--- src/rtl/imm_pkg.sv ---
// Shared encodings, widths and helpers for the immediate-load sequencer.
package imm_pkg;

  localparam int IMM_W  = 9;
  localparam int LO_W   = 7;
  localparam int DATA_W = 16;
  localparam int RD_W   = 3;

  typedef enum logic [1:0] {
    OP_LHI   = 2'b00,
    OP_LLI   = 2'b01,
    OP_LDI   = 2'b10,
    OP_FLUSH = 2'b11
  } op_e;

  typedef enum logic [1:0] {
    IDLE       = 2'b00,
    HAVE_UPPER = 2'b01,
    WB         = 2'b10
  } state_e;

  // Upper field sits in [15:7] and the low field in [6:0], so OR never carries.
  function automatic logic [DATA_W-1:0] merge_lo(input logic [DATA_W-1:0] upper,
                                                 input logic [LO_W-1:0]   lo);
    merge_lo = upper | {{(DATA_W-LO_W){1'b0}}, lo};
  endfunction

endpackage

--- src/rtl/leftshift.sv ---
// Existing datapath block: places a 9-bit immediate in bits [15:7] of a 16-bit word.
module leftshift (
  input  logic [8:0]  in,
  output logic [15:0] out
);

  assign out = {in, 7'b000_0000};

endmodule

--- src/rtl/imm_load_ctrl.sv ---
// Immediate-construction sequencer: LHI/LLI pairing, LDI, FLUSH and orphan timeout.
// Optional build macro IMM_LDI_SEXT_EN: LDI sign-extends req_imm[8] instead of zero-extending.
module imm_load_ctrl
  import imm_pkg::*;
#(
  parameter int TIMEOUT = 8
) (
  input  logic              clk,
  input  logic              rst_n,
  input  logic              req_valid,
  output logic              req_ready,
  input  logic [1:0]        req_op,
  input  logic [IMM_W-1:0]  req_imm,
  input  logic [RD_W-1:0]   req_rd,
  output logic              wb_valid,
  input  logic              wb_ready,
  output logic [RD_W-1:0]   wb_rd,
  output logic [DATA_W-1:0] wb_data,
  output logic              busy,
  output logic              err
);

  localparam int TW = (TIMEOUT > 1) ? $clog2(TIMEOUT + 1) : 1;

  state_e            state;
  op_e               op;
  logic [DATA_W-1:0] upper;
  logic [DATA_W-1:0] shifted;
  logic [DATA_W-1:0] ldi_data;
  logic [RD_W-1:0]   rd;
  logic [TW-1:0]     timer;
  logic              expire;

  assign op = op_e'(req_op);

  leftshift u_leftshift (
    .in  (req_imm),
    .out (shifted)
  );

`ifdef IMM_LDI_SEXT_EN
  assign ldi_data = {{(DATA_W-IMM_W){req_imm[IMM_W-1]}}, req_imm};
`else
  assign ldi_data = {{(DATA_W-IMM_W){1'b0}}, req_imm};
`endif

  // Expiry fires in the cycle the timer would reach TIMEOUT; TIMEOUT of 0 disables it.
  assign expire = (TIMEOUT != 0) && (timer == TW'(TIMEOUT - 1));

  assign req_ready = (state != WB);
  assign busy      = (state != IDLE);

  // Sequencer state, pending upper half, timer and registered writeback outputs.
  always_ff @(posedge clk or negedge rst_n) begin
    if (!rst_n) begin
      state    <= IDLE;
      upper    <= '0;
      rd       <= '0;
      timer    <= '0;
      wb_valid <= 1'b0;
      wb_data  <= '0;
      wb_rd    <= '0;
      err      <= 1'b0;
    end else begin
      err <= 1'b0;
      case (state)
        IDLE: begin
          if (req_valid) begin
            case (op)
              OP_LHI: begin
                upper <= shifted;
                rd    <= req_rd;
                timer <= '0;
                state <= HAVE_UPPER;
              end
              OP_LLI: err <= 1'b1;
              OP_LDI: begin
                wb_data  <= ldi_data;
                wb_rd    <= req_rd;
                wb_valid <= 1'b1;
                state    <= WB;
              end
              default: ;
            endcase
          end
        end
        HAVE_UPPER: begin
          if (req_valid) begin
            case (op)
              OP_LLI: begin
                if (req_rd == rd) begin
                  wb_data  <= merge_lo(upper, req_imm[LO_W-1:0]);
                  wb_rd    <= rd;
                  wb_valid <= 1'b1;
                  state    <= WB;
                end else begin
                  err <= 1'b1;
                end
              end
              OP_LHI: begin
                err   <= 1'b1;
                upper <= shifted;
                rd    <= req_rd;
                timer <= '0;
              end
              OP_LDI: begin
                err      <= 1'b1;
                upper    <= '0;
                wb_data  <= ldi_data;
                wb_rd    <= req_rd;
                wb_valid <= 1'b1;
                state    <= WB;
              end
              default: begin
                upper <= '0;
                state <= IDLE;
              end
            endcase
          end else if (expire) begin
            wb_data  <= upper;
            wb_rd    <= rd;
            wb_valid <= 1'b1;
            state    <= WB;
          end else begin
            timer <= timer + 1'b1;
          end
        end
        WB: begin
          if (wb_ready) begin
            wb_valid <= 1'b0;
            state    <= IDLE;
          end
        end
        default: state <= IDLE;
      endcase
    end
  end

endmodule
--- config.mk ---
export PLATFORM = sky130hd
export DESIGN_NAME = imm_load_ctrl
export DESIGN_NICKNAME = d
export VERILOG_FILES = /design/src/rtl/imm_pkg.sv /design/src/rtl/leftshift.sv /design/src/rtl/imm_load_ctrl.sv
export SDC_FILE = /design/constraint.sdc
export NUM_CORES = 1
export LEC_CHECK = 0
export ABC_AREA = 1
export BUFFER_PORTS_ARGS = -buffer_cell sky130_fd_sc_hd__clkbuf_2
export CORE_MARGIN = 3
export CORE_UTILIZATION = 55
export DETAILED_ROUTE_END_ITERATION = 8
export HOLD_SLACK_MARGIN = 0.05
export PLACE_DENSITY = 0.78
export SYNTH_ARGS = -nofsm -noshare
export SYNTH_HDL_FRONTEND = slang
export SYNTH_SLANG_ARGS = --single-unit
--- constraint.sdc ---
create_clock -name clk -period 2 [get_ports clk]
set_input_delay 0.2 -clock clk [delete_from_list [all_inputs] [get_ports clk]]
set_output_delay 0.2 -clock clk [all_outputs]
set_load 0.02 [all_outputs]
# Yosys cells after proc, flatten, opt, wreduce, memory -nomap -nowiden
# Cells that the tools add are included.
[classes] muxes=46 addsub=1 bitwise_logic=1 n_eq_ne=19 reduce_logical=13
[op_table] op="16-bit 2-to-1 mux" n=8
[op_table] op="16-bit case mux with 2 select lines" n=4
[op_table] op="4-bit 2-to-1 mux" n=4
[op_table] op="16-bit by 7-bit bitwise OR with 16-bit output" n=1
[op_table] op="3-bit 2-to-1 mux" n=5
[op_table] op="2-bit inequality test (second input constant)" n=7
[op_table] op="3-bit inequality test (second input constant)" n=4
[op_table] op="2-bit case mux with 3 select lines" n=2
[op_table] op="3-bit case mux with 2 select lines" n=2
[op_table] op="6-bit AND reduction" n=2
[op_table] op="1-bit 2-to-1 mux" n=10
[op_table] op="2-bit 2-to-1 mux" n=5
[op_table] op="4-bit case mux with 2 select lines" n=1
[op_table] op="7-bit AND reduction" n=1
[op_table] op="1-bit case mux with 2 select lines" n=3
[op_table] op="3-bit AND reduction" n=2
[op_table] op="5-bit AND reduction" n=1
[op_table] op="4-bit by 1-bit adder with 4-bit output (second input constant)" n=1
[op_table] op="2-bit by 1-bit == test with 1-bit output (second input constant)" n=2
[op_table] op="2-bit == test (second input constant)" n=2
[op_table] op="4-bit by 3-bit == test with 1-bit output (second input constant)" n=1
[op_table] op="2-bit logical NOT" n=2
[op_table] op="4-bit by 2-bit inequality test with 1-bit output (second input constant)" n=1
[op_table] op="4-bit inequality test (second input constant)" n=1
[op_table] op="other kinds (6)" n=8
[word_totals] ff_bits=46 wordCells=88 output_inout_bits=23 inputBits=18

# Depth between registers and ports, before layout
# Gate-level depths: netlist (run 1).
[depth] ltp_word=5 depth_mapped=11 mapped_depth_nobuf=10

# Cells and area by module
# From an unflattened synthesis (run 1), not the netlist that was laid out.
[unflattened] cells_unflattened=305 hier_area_um2=2433.6
[by_module_without_submodules] module="imm_load_ctrl" n_inst=1 cells_per_inst=288 area_each_um2=2309.7 seq_area_each_um2=1151.1
[by_module_without_submodules] module="leftshift" n_inst=1 cells_per_inst=17 area_each_um2=123.9 seq_area_each_um2=0.0

# Worst setup path after synthesis (run 1)
# OpenSTA, ideal clock, no wires.
[synth_path] path_kind="flip-flop to flip-flop" startpoint="reg state[1]" endpoint="reg state[0]" setup_time_ns=0.117 setup_slack_ns=0.341 arrival_time_ns=1.542 path_buffers=1 required_time_ns=1.883 synth_period_minus_slack_ns=1.659 stages_incl_launch_ff=11 path_cell_list="dfrtp_1 > inv_1 > ha_1 > inv_2 > nor2_8 > inv_4 > nor2_4 > nor2_4 > buf_2 > nand4_1 > nand2_1"
[synth_via] elab_chain_cells=3 elab_cells_between_ends=11 cone_classes="8 x eq/ne; 1 x mux; 2 x reduce/logical"
[synth_lines] item="start: declaration" line_no="imm_load_ctrl.sv:25" text="state_e state;"
[synth_lines] item="start signal: assignment" line_no="imm_load_ctrl.sv:56" text="state <= IDLE;"
[synth_lines] item="start signal: assignment" line_no="imm_load_ctrl.sv:74" text="state <= HAVE_UPPER;"
[synth_lines] item="start signal: assignment" line_no="imm_load_ctrl.sv:81" text="state <= WB;"
[synth_lines] item="2-bit by 1-bit == test with 1-bit output, or another cell as far along" line_no="imm_load_ctrl.sv:66" text="case (state)"
[synth_lines] item="4-bit inequality test (no line), or another cell as far along"
[synth_lines] item="6-bit AND reduction (no line)"
# Several ways; a longest one is shown, not always the timed one.
# A chain may end at the register's enable or synchronous reset.

# Worst setup path after layout (run 1)
# Same ends and word-level chain as after synthesis.

==> qor.yml, run 1 <==
worst_pin_slew_ns: 0.500
fin_cells: 367
hold_start: "req_imm[6]"
dp_hpwl_microns: 3460
yosysWarnings: 0
cp_max_fo: 14
setup_tns_ns: 0
clk_pin_slew_ns: 0.07
r2r_start: "state[1]"
clock-sinks: 39
cts_tree: "built"
outcome: "complete, no violations"
antenna_found_initial: 0
finalWeightedCongestion: 0.919
peakVddDrop_mv: 0.883
vias_per_cell: 5.08
cts_root_buffer: "clkbuf_8"
die_w_microns: 68.8
grt_max_degree: 20
drive_gt1_share_pct: 22.3
min_period_ns: 1.80
grt_usage_pct: 22.3
drtIter0Drc: 101
cts_made_buffers: 5
area_growth_pct: 16.1
n_antenna_cell: 0
worstHoldPathType: "in2reg"
dieArea_sq_um: 4740
firstDrtPassIters: 4
worstReg2RegEnd: "state[0]"
relSlewSlack_pct: 66.6
wl_per_cell_microns: 12.4
vias: 1865
die_y_microns: 68.8
final_common_cell: "nand2_1"
grt_pass1_vias: 1777
seq_area_frac_synth_pct: 45.0
finClkSkew_ns: 0.00421
top_level_ports: 41
avgSynthCellArea_sq_um: 8.01
cp.arrival_ns: 2.03
io_buffers: 40
maxSlewViolCount: 0
total_leakage_power_nw: 1.39
fmax_ghz: 0.555
ant_nets: 0
drt_drc_violations_left: 0
finalCritPeriodShare_pct: 90.0
floorplan.initialDensity_pct: 58.0
grt_setup_unrepaired: "no"
placementRows: 22
critPathLaunch: "state[1]"
insertion_delay_ns: 0.29
yosysUniqueCellTypes: 31
grt.overflow.total: 0
worstRegToRegCells: 9
endpoint: "state[0]"
grt_pass1_wl_microns: 7840
clock_path_buffers: 2
hold_viol: 0
setup_viol: 0
cap_violations: 0
most-common-layout-cells: "nand2_1 (77), clkbuf_2 (40), dfrtp_1 (39)"
place_inst: 356
core_sq_um: 3740
required_ns: 2.23
critPathKind: "reg2reg"
drt_wl_total_microns: 4560
syn-num-nets: 297
synth_seq_cells: 39
syn_inst: 271
endpoint_kind: "flip-flop"
design.final.nets: 344
powerDensity_nw_per_um2: 1510
htree_levels: 2
syn_area_sq_um: 2170
critical_path.startpoint_type: "flip-flop"
regToRegSetupSlack_ns: 0.20
==> worst min-delay path by stage <==
stage,end,slack (ns),cells after the start
floorplan,err,-0.1,0
global placement,wb_data[3],0.11,1
detailed placement,wb_data[3],0.11,1
CTS,upper[13],0.16,3
global route,upper[14],0.17,3
finish,upper[13],0.17,3
==> Yosys cell counts, drive strengths merged <==
cell     n  area [sq um]
a21oi    6          45.1
buf      7          56.3
clkbuf   2          7.51
dfrtp   39           976
ha       8           100
inv     39           149
nand2   77           289
nand3   15          97.6
nand3b   1          7.51
nand4   22           138
nor2    27           140
nor3     2          21.3
o21a     1          7.51
o21ai   22           114
o22ai    1          6.26
o31ai    1          7.51
xnor2    1          8.76
==> power breakdown <==
part           leakage (nW)  internal (mW)  total [mW]  switching [mW]
sequential            0.502           1.14        1.31           0.177
clock                0.0422          0.245       0.506           0.262
combinational         0.846          0.652        1.98            1.33
total                  1.39           2.03        3.80            1.76
==> flip-flops by register name (all words and copies together), names as in the netlist <==
signal	cells
wb_rd	3
wb_data	16
wb_valid	1
timer	4
err	1
rd	3
upper	9
state	2
==> cells by family (layout without fill, tap and decap cells) <==
group                    Yosys count  after routing  synth area share [%]
AO/OA/AOI/OAI                     31             31                  8.30
adder cells (fa/ha/maj)            8              8                  4.61
buffers and inverters             48             95                  9.80
XOR/XNOR                           1              1                 0.404
flip-flops                        39             39                  45.0
AND/OR/NAND/NOR                  144            145                  31.9
==> stage by stage <==
stage	instance area, sq um	util, %	hold WS [ns]	power [mW]	worst slack, ns
6_report	2520	67.3	0.166	3.80	0.200
5_1_grt	2520	67.3	0.173	4.18	0.0414
4_1_cts	2510	67.0	0.163	3.81	0.0490
3_5_place_dp	2410	64.4	0.105	3.28	-0.0874
3_3_place_gp	2410	64.4	0.109	3.22	-0.0120
2_1_floorplan	2170	-	-0.0956	2.81	0.341
==> layer usage <==
layer	routed length, microns	track usage (%)	part of all wire (%)	vias up
li1	-	-	-	968
met1	2080	29.2	46	829
met2	2070	35.5	45	56
met3	300	5.35	6.6	12
met4	107	8.76	2.3	0
met5	0	0	0	-
==> critical path, stage by stage, from the launching register on <==
cell	delay (ns)
dfrtp_1	0.40
inv_1	0.09
ha_2	0.26
nand2_1	0.12
inv_1	0.09
nand3_2	0.25
buf_4	0.28
nand3_1	0.12
nand2_1	0.06
nand2_1	0.06
==> area by class of cell <==
cell class,instances,area (sq um)
Tap cell,48,60.1
Timing Repair Buffer,48,263
Multi-Input combinational cell,185,991
Fill cell,350,1220
Clock inverter,1,5.00
Sequential cell,39,976
Inverter,39,149
Clock buffer,7,76.3
==> what timing repair did <==
item / in CTS / in global routing
gates resized for setup: 0 / 1
pin swaps: 1 / 1
endpoints found under the hold margin: 11 / 0
setup buffers: 0 / 1
gates cloned: 1 / 0
setup endpoints to repair: 19 / 25
hold buffers: 1 / 0
No activity file was read; power rests on OpenSTA's default activity.
==> run 2: changes to the inputs <==
- REMOVE_ABC_BUFFERS: default -> 1
==> run 2 against run 1 <==
  * Sequential cell count unchanged
  * Critical endpoint is now wb_data[11]
  * Global-route usage rose by 0.97 points
  * Maximum frequency increased by 1.4%
  * Worst setup slack improved by 0.024 ns
  * Critical path type unchanged
  * Combinational power increased by 6%
  * Clock-buffer cell count fell by 2
  * Critical path depth unchanged
  * Non-clock buffer count is 7 higher
==> qor.yml, run 2 (same netlist as run 1, synthesis figures left out) <==
grt_setup_unrepaired: "no"
relSlewSlack_pct: 62.5
maxSlewViolCount: 0
grt.overflow.total: 0
finalCritPeriodShare_pct: 88.8
grt_pass1_vias: 1870
total_leakage_power_nw: 1.44
drive_gt1_share_pct: 24.2
drt_drc_violations_left: 0
drtIter0Drc: 165
drt_wl_total_microns: 4760
die_w_microns: 68.8
regArea_sq_um: 976
area_growth_pct: 20.4
reg_top3: "wb_data (16), upper (9), timer (4)"
top_register: "wb_data"
min_period_ns: 1.78
io_buffers: 40
grt_usage_pct: 23.3
final_core_util_pct: 69.8
nFillCells: 322
most-common-layout-cells: "nand2_1 (77), clkbuf_2 (40), dfrtp_1 (39)"
regToRegSetupSlack_ns: 0.22
antenna_found_initial: 0
core_sq_um: 3740
ant_nets: 0
dp_slack_ns: 0.0108
grt_pass1_wl_microns: 8140
dp_hpwl_microns: 3410
outcome: "complete, no violations"
multi_input_area_sq_um: 988
powerDensity_nw_per_um2: 1560
critical_path.startpoint_type: "flip-flop"
clk_pin_slew_ns: 0.08
setup_viol: 0
fin_ws_ns: 0.224
htree_levels: 2
design.final.nets: 351
firstDrtPassIters: 4
setup_tns_ns: 0
clock-sinks: 39
cp.arrival_ns: 2.02
required_ns: 2.24
top_level_ports: 41
worst_pin_slew_ns: 0.562
fmax_ghz: 0.563
peakVddDrop_mv: 0.721
wl_per_cell_microns: 12.7
vias: 1972
endpoint_kind: "flip-flop"
critPathKind: "reg2reg"
fin_hold_ws_ns: 0.143
finalPower_mw: 4.08
vias_per_cell: 5.27
floorplan.initialDensity_pct: 58.0
n_antenna_cell: 0
cp_max_fo: 19
cts_root_buffer: "clkbuf_8"
die_y_microns: 68.8
largest_register_ffs: 16
placementRows: 22
cap_violations: 0
cts_tree: "built"
worstHoldPathType: "in2reg"
finalWeightedCongestion: 0.896
cts_made_buffers: 5
grt_max_degree: 20
clock_path_buffers: 2
dieArea_sq_um: 4740
insertion_delay_ns: 0.31
hold_viol: 0
final_common_cell: "nand2_1"
finClkSkew_ns: 0.00824
==> run 2: cell count changes in the layout (fill, tap and decap cells not counted), sizes merged <==
cell / change
buf: +7
clkbuf: -2
bufinv: +1
clkinv: +1
==> run 2: report_power, final <==
part	switching (mW)	internal [mW]	total [mW]
sequential	0.177	1.13	1.31
combinational	1.37	0.727	2.10
clock	0.302	0.371	0.673
==> run 2: worst max-delay path: stages, from the launching register on <==
cell and delay (ns):
dfrtp_1 0.39, inv_1 0.08, ha_1 0.20, buf_4 0.17, nand2_1 0.13, nor2_2 0.07, nor3_4 0.17, buf_4 0.27
nand4_1 0.13, nand2_1 0.09
==> run 2: layout make-up <==
type | count | area share (%)
Multi-Input combinational cell | 185 | 37.8
Sequential cell | 39 | 37.3
Tap cell | 48 | 2.30
Clock buffer | 5 | 2.63
Timing Repair Buffer | 55 | 12.5
Inverter | 39 | 5.70
Clock inverter | 3 | 1.68
==> run 2: final timing paths <==
path                             from     endpoint  cells past startpoint
setup / recovery             state[1]  wb_data[11]                      9
hold reg to reg            wb_data[1]   wb_data[1]                      2
min in group asynchronous       rst_n     upper[7]                      2
hold / removal             req_imm[7]    upper[14]                      3
setup reg to reg             state[1]  wb_data[11]                      9
max in group asynchronous       rst_n   wb_data[4]                      3
==> run 2: metal layers <==
| layer | wire, microns | GRT usage (%) |
|---|---|---|
| met5 | 0 | 0 |
| met2 | 2250 | 37.1 |
| met4 | 74 | 8.76 |
| met1 | 2160 | 30.0 |
| met3 | 276 | 6.81 |
==> run 2: stage by stage <==
stage,cells,instance area (sq um)
global placement,361,2450
finish,374,2610
detailed placement,361,2450
CTS,371,2580
floorplan,262,2110
global route,374,2610
==> run 2: repair_timing <==
action	CTS	global route
pin swaps	1	1
hold buffers	1	0
gates cloned	1	0
setup endpoints to repair	8	14
setup buffers	0	3
gates resized for setup	0	0
hold endpoints to repair	16	0
==> run 3: changes to the inputs <==
- clock period: 2 -> 1.75 ns (I/O delays scaled with it)
==> run 3 against run 2 <==
  * Register-to-register slack got worse by 0.15 ns
  * Largest power group unchanged
  * Maximum frequency rose by 5.8%
  * Highest routed layer unchanged
  * Combinational power rose by 32%
  * Global-route usage fell by 0.87 points
  * Sequential cell count did not move
  * Total power rose by 23%
==> qor.yml, run 3 (same netlist as run 1, synthesis figures left out) <==
grt_usage_pct: 22.4
top_layer_used: "met4"
top_register: "wb_data"
drt_wl_total_microns: 5200
cpPeakStageDelay_ns: 0.39
peakVddDrop_mv: 1.05
floorplan.initialDensity_pct: 58.0
worst_pin_slew_ns: 0.496
most-common-layout-cells: "nand2_1 (76), clkbuf_2 (40), dfrtp_1 (39)"
regArea_sq_um: 976
reg_top3: "wb_data (16), upper (9), timer (4)"
finalCritPeriodShare_pct: 95.9
grt_pass1_wl_microns: 7870
cp_max_fo: 15
vias_per_cell: 5.35
wl_met1_microns: 2170
dp_hpwl_microns: 3430
wl_met3_microns: 313
htree_levels: 2
cts_tree: "built"
nFillCells: 299
total_leakage_power_nw: 1.47
n_antenna_cell: 0
cts_root_buffer: "clkbuf_8"
io_buffers: 40
antenna_found_initial: 0
worstHoldPathType: "in2reg"
die_y_microns: 68.8
critPathKind: "reg2reg"
fin_cells: 376
fmax_ghz: 0.596
fin_hold_ws_ns: 0.127
firstDrtPassIters: 4
wl_met2_microns: 2620
design.final.nets: 353
insertion_delay_ns: 0.29
ant_nets: 0
slowest_stage: "dfrtp_1"
die_w_microns: 68.8
cp.arrival_ns: 1.87
outcome: "complete, no violations"
setup_viol: 0
drive_gt1_share_pct: 26.5
finClkSkew_ns: 0.00384
drtIter0Drc: 301
grt_pass1_vias: 1778
min_period_ns: 1.68
cap_violations: 0
powerDensity_nw_per_um2: 1840
vias: 2011
crit_chain: "buf_4 -> ha_4 -> inv_4 -> nor2_8 -> inv_4 -> nor2_4 -> nor2_4 -> buf_12 -> buf_12 -> nand3_1 -> nand2_1 -> nand2_1"
finalWeightedCongestion: 0.914
relSlewSlack_pct: 66.9
final_common_cell: "nand2_1"
clock-sinks: 39
grt_max_degree: 40
clk_pin_slew_ns: 0.08
hold_viol: 0
clock_path_buffers: 2
largest_register_ffs: 16
maxSlewViolCount: 0
top_level_ports: 41
dieArea_sq_um: 4740
grt.overflow.total: 0
critical_path.startpoint_type: "flip-flop"
placementRows: 22
place_inst: 360
drt_drc_violations_left: 0
endpoint_kind: "flip-flop"
area_growth_pct: 25.8
core_sq_um: 3740
required_ns: 1.94
multi_input_area_sq_um: 1060
cts_made_buffers: 5
wl_per_cell_microns: 13.8
==> run 3: cell type report <==
| class | count | share of cell area, % |
|---|---|---|
| Clock buffer | 5 | 2.52 |
| Sequential cell | 39 | 35.7 |
| Clock inverter | 3 | 1.60 |
| Timing Repair Buffer | 56 | 13.5 |
| Multi-Input combinational cell | 186 | 38.9 |
| Tap cell | 48 | 2.20 |
| Inverter | 39 | 5.54 |
==> run 3: where the power goes <==
| group | total (mW) | switching, mW | internal, mW | leakage (nW) |
|---|---|---|---|---|
| clock | 0.758 | 0.333 | 0.425 | 0.0581 |
| sequential | 1.50 | 0.203 | 1.30 | 0.502 |
| combinational | 2.77 | 1.73 | 1.04 | 0.912 |
| total | 5.03 | 2.27 | 2.76 | 1.47 |
==> run 3: routing by layer <==
metal  vias to the layer above  GRT usage, %
met1                       947          27.4
li1                        988             -
met2                        62          38.1
met5                         -             0
met3                        14          6.65
met4                         0          6.57
==> run 3: timing repair <==
item,4_1_cts,5_1_grt
setup buffers,0,5
hold buffers,1,0
endpoints found under the setup margin,0,31
endpoints found under the hold margin,39,0
resized for setup,0,18
==> run 3: stage by stage <==
stage	utilization [%]	setup slack, ns	power, mW	instance area (sq um)	TNS, ns
after floorplan	-	-0.106	3.07	2110	-2.02
after global placement	65.6	0.118	3.76	2450	0
after detailed placement	65.6	0.0207	3.85	2450	0
after CTS	68.9	0.0159	4.62	2580	0
after global routing	73.0	-0.0212	5.45	2730	-0.0744
final	73.0	0.0715	5.03	2730	0
==> run 3: worst paths after layout <==
| check | from | to | slack (ns) | depth (start not counted) |
|---|---|---|---|---|
| worst max-delay path | state[0] | wb_valid | 0.07 | 12 |
| worst min-delay path | req_imm[7] | upper[14] | 0.13 | 3 |
| worst max register to register | state[0] | wb_valid | 0.07 | 12 |
| worst min register to register | wb_rd[0] | wb_rd[0] | 0.47 | 2 |
| max in group asynchronous | rst_n | rd[0] | 0.94 | 3 |
| min in group asynchronous | rst_n | wb_data[12] | 0.45 | 3 |
==> run 3: worst max-delay path: cells and delay by family, from the launching register on <==
family                     cells  cell delay (ns)
and+or+nand+nor                6             0.39
DFF                            1             0.39
adders and majority gates      1             0.18
buffers and inverters          5             0.61
